## config.mk

```make
export PLATFORM = sky130hd
export DESIGN_NAME = bomb_ram_arbiter
export DESIGN_NICKNAME = d
export VERILOG_FILES = /design/src/rtl/bomb_ram_arbiter.sv
export SDC_FILE = /design/constraint.sdc
export NUM_CORES = 1
export LEC_CHECK = 0
export ABC_AREA = 1
export CORE_MARGIN = 4
export CORE_UTILIZATION = 42
export DETAILED_ROUTE_END_ITERATION = 6
export GPL_ROUTABILITY_DRIVEN = 1
export PLACE_DENSITY = 0.86
export SLEW_MARGIN = 15
export SYNTH_ARGS = -nofsm -noshare
export SYNTH_HDL_FRONTEND = slang
export SYNTH_SLANG_ARGS = --single-unit
```

## constraint.sdc

```tcl
create_clock -name clk -period 1.95 [get_ports clk]
set_input_delay 0.4875 -clock clk [delete_from_list [all_inputs] [get_ports clk]]
set_output_delay 0.4875 -clock clk [all_outputs]
set_load 0.01 [all_outputs]
```

## src/rtl/bomb_ram_arbiter.sv

```systemverilog
// Single-port bomb sprite RAM arbiter: pixel fetch > clear sequencer > host port.
// Drives every RAM input and steers returning read data back to its requester.
`timescale 1ns/1ps

module bomb_ram_arbiter #(
  parameter int                ADDR_W     = 10,
  parameter int                DATA_W     = 8,
  parameter int                RD_LAT     = 1,
  parameter logic [DATA_W-1:0] CLR_VAL    = '0,
  parameter int                STARVE_MAX = 1024
) (
  input  logic              clk,
  input  logic              rst,
  input  logic              pix_req,
  input  logic [ADDR_W-1:0] pix_addr,
  output logic              pix_rvalid,
  output logic [DATA_W-1:0] pix_rdata,
  input  logic              host_req,
  input  logic              host_we,
  input  logic [ADDR_W-1:0] host_addr,
  input  logic [DATA_W-1:0] host_wdata,
  output logic              host_gnt,
  output logic              host_rvalid,
  output logic [DATA_W-1:0] host_rdata,
  output logic              host_starved,
  input  logic              clr_start,
  output logic              clr_busy,
  output logic              clr_done,
  output logic [ADDR_W-1:0] ram_addr,
  output logic              ram_we,
  output logic [DATA_W-1:0] ram_din,
  input  logic [DATA_W-1:0] ram_dout
);

  localparam logic [0:0] ST_IDLE  = 1'b0;
  localparam logic [0:0] ST_CLEAR = 1'b1;

  localparam int                CNT_W      = $clog2(STARVE_MAX + 1);
  localparam logic [CNT_W-1:0]  STARVE_LIM = CNT_W'(STARVE_MAX);
  localparam logic [CNT_W-1:0]  STARVE_PRE = CNT_W'(STARVE_MAX - 1);
  localparam logic [ADDR_W-1:0] LAST_ADDR  = '1;

  logic [0:0]        state;
  logic [ADDR_W-1:0] clr_addr;
  logic [ADDR_W-1:0] last_addr;
  logic              done_q;
  logic [CNT_W-1:0]  wait_cnt;
  logic              starved_q;
  logic [RD_LAT-1:0] tag_pix;
  logic [RD_LAT-1:0] tag_host;
  logic              grant_pix;
  logic              grant_clr;
  logic              grant_host;

  // Pixel fetch can never wait, so it pre-empts even an active clear.
  always_comb begin
    grant_pix  = 1'b0;
    grant_clr  = 1'b0;
    grant_host = 1'b0;
    if (!rst) begin
      if (pix_req)
        grant_pix = 1'b1;
      else if (state == ST_CLEAR)
        grant_clr = 1'b1;
      else if (host_req)
        grant_host = 1'b1;
    end
  end

  always_comb begin
    ram_addr = last_addr;
    ram_we   = 1'b0;
    ram_din  = '0;
    if (rst) begin
      ram_addr = '0;
    end else if (grant_pix) begin
      ram_addr = pix_addr;
    end else if (grant_clr) begin
      ram_addr = clr_addr;
      ram_we   = 1'b1;
      ram_din  = CLR_VAL;
    end else if (grant_host) begin
      ram_addr = host_addr;
      ram_we   = host_we;
      ram_din  = host_wdata;
    end
  end

  assign host_gnt = grant_host;

  // Idle cycles keep the address bus steady to avoid needless RAM toggling.
  always_ff @(posedge clk) begin
    if (rst)
      last_addr <= '0;
    else
      last_addr <= ram_addr;
  end

  always_ff @(posedge clk) begin
    if (rst) begin
      state    <= ST_IDLE;
      clr_addr <= '0;
      done_q   <= 1'b0;
    end else begin
      done_q <= 1'b0;
      if (state == ST_IDLE) begin
        if (clr_start) begin
          state    <= ST_CLEAR;
          clr_addr <= '0;
        end
      end else if (grant_clr) begin
        if (clr_addr == LAST_ADDR) begin
          state  <= ST_IDLE;
          done_q <= 1'b1;
        end
        clr_addr <= clr_addr + 1'b1;
      end
    end
  end

  assign clr_busy = (state == ST_CLEAR);
  assign clr_done = done_q;

  // Tags travel alongside the RAM pipeline so each read word finds its owner.
  generate
    if (RD_LAT == 1) begin : g_tag_lat1
      always_ff @(posedge clk) begin
        if (rst) begin
          tag_pix  <= '0;
          tag_host <= '0;
        end else begin
          tag_pix  <= grant_pix;
          tag_host <= grant_host & ~host_we;
        end
      end
    end else begin : g_tag_latn
      always_ff @(posedge clk) begin
        if (rst) begin
          tag_pix  <= '0;
          tag_host <= '0;
        end else begin
          tag_pix  <= {tag_pix[RD_LAT-2:0], grant_pix};
          tag_host <= {tag_host[RD_LAT-2:0], grant_host & ~host_we};
        end
      end
    end
  endgenerate

  assign pix_rvalid  = tag_pix[RD_LAT-1];
  assign host_rvalid = tag_host[RD_LAT-1];
  assign pix_rdata   = ram_dout;
  assign host_rdata  = ram_dout;

  // The starvation flag is status only; it never changes who gets the RAM.
  always_ff @(posedge clk) begin
    if (rst) begin
      wait_cnt  <= '0;
      starved_q <= 1'b0;
    end else if (grant_host) begin
      wait_cnt  <= '0;
      starved_q <= 1'b0;
    end else if (host_req) begin
      if (wait_cnt < STARVE_LIM)
        wait_cnt <= wait_cnt + 1'b1;
      if (wait_cnt >= STARVE_PRE)
        starved_q <= 1'b1;
    end
  end

  assign host_starved = starved_q;

endmodule

```

==> impl_metrics.yaml <==
critical_path:
  cp_data_required_time_ps: 1460
  r2r_end: "last_addr[1]"
  max_stage_delay_ps: 210
  r2r_start: "clr_busy"
  worstSetupPathType: "in -> out"
  crit_buf_inv: 5
  cp.arrival_ps: 1650
  reg2reg_slack_ps: 40
  start_kind: "input port"
  cp_cell_sequence: "buf_2, buf_4, nor2_1, buf_4, buf_4, a21oi_1, a21oi_1, buf_2"
  worstSetupPathDepth: 8
  crit_fanout: 7
  cpMostUsedCell: "buf_4"
  critPathCapture: "ram_addr[7]"
  r2r_cells: 14
  critPathSlowestCell: "a21oi_1"
  crit_family: "buffers and inverters"
  cp-end-kind: "output port"
  cp-startpoint: "rst"
cells_and_area:
  fillCellCount: 312
  syn_to_final_growth_pct: 60.2
  drive_above_1_share_pct: 34.6
  fin_cells: 442
  diodes: 0
  fin_nets: 434
power:
  vdd.ir_drop.worst_v: 0.000439
  totalPowerFinal_mw: 1.71
  power_leakage_nw: 1.43
  powerDensity_mw_per_mm2: 551
die:
  die_y_um: 75.9
  ios: 83
  initial_core_util_pct: 43.9
  placementRows: 24
  die-width_um: 75.9
  die_area_sq_mm: 0.00577
  design.core.area_sq_mm: 0.00441
yosys:
  async_flop_share_pct: 0
  synth_cells: 283
  ys_seq_area_share_pct: 37.2
  synthesis.area_sq_mm: 0.00194
  synth_cell_types: 30
  syn-num-nets: 327
  yosysTopAreaCell: "dfxtp_1"
  synth_seq_cells: 36
  yosys_warnings: 0
  yosys-top-cells-area: "dfxtp_1, a21oi_1, nor2_1"
  yosys.area.top_type_share_pct: 37.2
  syn-mean-instance-area_sq_um: 6.85
  synth_flop_cell: "dfxtp_1"
  synth_edf_count: 0
global_routing:
  grt.busiest_layer: "met2"
  grt_pass1_wl_um: 11000
  use_met3_pct: 5.09
  met2_usage_pct: 41.1
  grt_pass1_vias: 2400
  grt.overflow.total: 0
  grt_antenna_before_repair: 0
  grt_use_met1_pct: 24.3
  grt_usage_pct: 23.2
  grt_max_degree: 18
placed_design:
  numPlacedInstances: 407
  io_buffers: 58
  gp_congestion: 0.845
  place_hpwl_um: 4270
  dp_slack_ps: -931
run_status:
  violations: "negative setup slack"
  outcome: "complete, but fails checks"
job:
  max_cap_violations: 0
sta:
  worst_pin_slew_ps: 346
  hold_viol_final: 0
  rsz0062_at_grt: "true"
  period_minus_slack_ps: 2140
  drv_slew: 0
  fin_setup_tns_ps: -1350
  fin_crit_sh_pct: 110
  fmax_mhz: 468
  layout_setup_ws_ps: -187
  setup_viol: 12
  max_slew_margin_pct: 76.7
  finClkSkew_ps: 11.7
clocking:
  cts.sinks: 36
  root_buffer: "clkbuf_8"
  numCtsBuffers: 5
  ctsLongestPathBuffers: 2
  postCtsHoldBufs: 0
  cts_tree: "yes"
  clk_pin_slew_worst_paths_ps: 70
  cts_max_level: 2
  insertion_delay_ps: 290
detailed_routing:
  drt-total-wl_um: 7290
  drt_iter0_drc: 198
  drt-pass1-iter-count: 5
  drtAntennaViolNets: 0
  drc: 0
  vias: 2386
  viasPerCell: 5.40
  wire_per_inst_um: 16.5
worst_hold_path:
  hold_path.class: "reg -> reg"
cell families (layout without fill, tap and decap cells):
group	Yosys count	after routing	share of synthesized area, %
AND/OR/NAND/NOR	107	107	25.2
XOR/XNOR	1	1	0.452
AO/OA/AOI/OAI	72	72	19.4
flip-flops	36	36	37.2
adder cells (fa/ha/maj)	2	2	1.29
buffers and inverters	65	172	16.5
flip-flops by register name, indices dropped and copies added (netlist names):
register and cells:
host_rvalid 1, last_addr 10, host_starved 1, pix_rvalid 1, wait_cnt 11, clr_addr 10, clr_busy 1, clr_done 1
metrics by stage:
| stage | hold WS (ps) | cell area (sq um) | util (%) |
|---|---|---|---|
| detailed placement | 460 | 2710 | 61.4 |
| finish | 482 | 3100 | 70.3 |
| CTS | 474 | 3000 | 68.0 |
| global placement | 452 | 2710 | 61.4 |
| global route | 512 | 3100 | 70.3 |
| floorplan | 436 | 1940 | - |
worst register-to-register path: cells and delay by family (launching register included):
kind                   cells  cell delay, ps
and+or+nand+nor            3             170
AOI/OAI and AO/OA          2             230
DFF                        1             360
buffers and inverters      9            1090
synthesized netlist by cell type (2+ instances only):
cell and count:
nand3_1 9, ha_1 2, inv_2 4, dfxtp_1 36
o21ai_0 21, nor2_2 3, o21ai_1 4, nor3b_1 2
nand2_1 39, clkbuf_1 3, inv_1 38, buf_4 17
nor3_1 6, a31oi_1 2, nand3_2 3, a21oi_1 41
nor2_1 40
area by class of cell:
class,instances,area [sq um],share of cell area (%)
clock inverter,1,5.00,0.161
timing repair buffer,122,1020,33.0
clock buffer,6,72.6,2.34
tap,52,65.1,2.10
sequential,36,722,23.3
multi-input combinational,182,1040,33.5
inverter,43,176,5.68
metal layers:
| metal | routed length [um] | vias up |
|---|---|---|
| met4 | 324 | 0 |
| met5 | 0 | - |
| met3 | 485 | 36 |
| li1 | - | 1109 |
| met1 | 2700 | 1119 |
| met2 | 3780 | 122 |
placed cells by master, fill, tap and decap left out, types with 2 or more instances in the layout:
master,n
nand2_4,2
ha_1,2
nor2_4,6
a21oi_2,7
clkdlybuf4s50_1,35
nand2_1,34
nor3_1,6
nand3_4,3
inv_6,2
nand3_2,3
inv_1,38
nor2_2,9
o21ai_0,18
nand2_2,4
clkbuf_8,5
nand3_1,7
nor3b_1,2
buf_8,2
nor2_1,28
buf_6,11
inv_4,2
a21oi_1,34
dfxtp_1,35
buf_2,18
a31oi_1,2
o21ai_1,6
clkbuf_2,2
buf_4,52
worst min path at each step:
| stage | depth (start not counted) | startpoint | to |
|---|---|---|---|
| after CTS | 2 | clr_addr[8] | clr_addr[8] |
| after detailed placement | 2 | clr_addr[4] | clr_addr[4] |
| after floorplan | 2 | clr_addr[4] | clr_addr[4] |
| after global placement | 2 | clr_addr[4] | clr_addr[4] |
| final | 2 | wait_cnt[7] | wait_cnt[7] |
| after global routing | 2 | wait_cnt[4] | wait_cnt[4] |
where the power goes:
| part | total, mW | switching, mW | leakage, nW | internal [mW] |
|---|---|---|---|---|
| clock | 0.506 | 0.263 | 0.0410 | 0.243 |
| sequential | 0.771 | 0.0122 | 0.293 | 0.758 |
| combinational | 0.433 | 0.204 | 1.09 | 0.229 |
| total | 1.71 | 0.479 | 1.43 | 1.23 |
timing repair:
item                                    4_1_cts  5_1_grt
buffers inserted                             24        6
resized for setup                           125       25
endpoints found under the setup margin       20       21
pin swaps                                    14       14
Power figures use the tool's default switching activity.
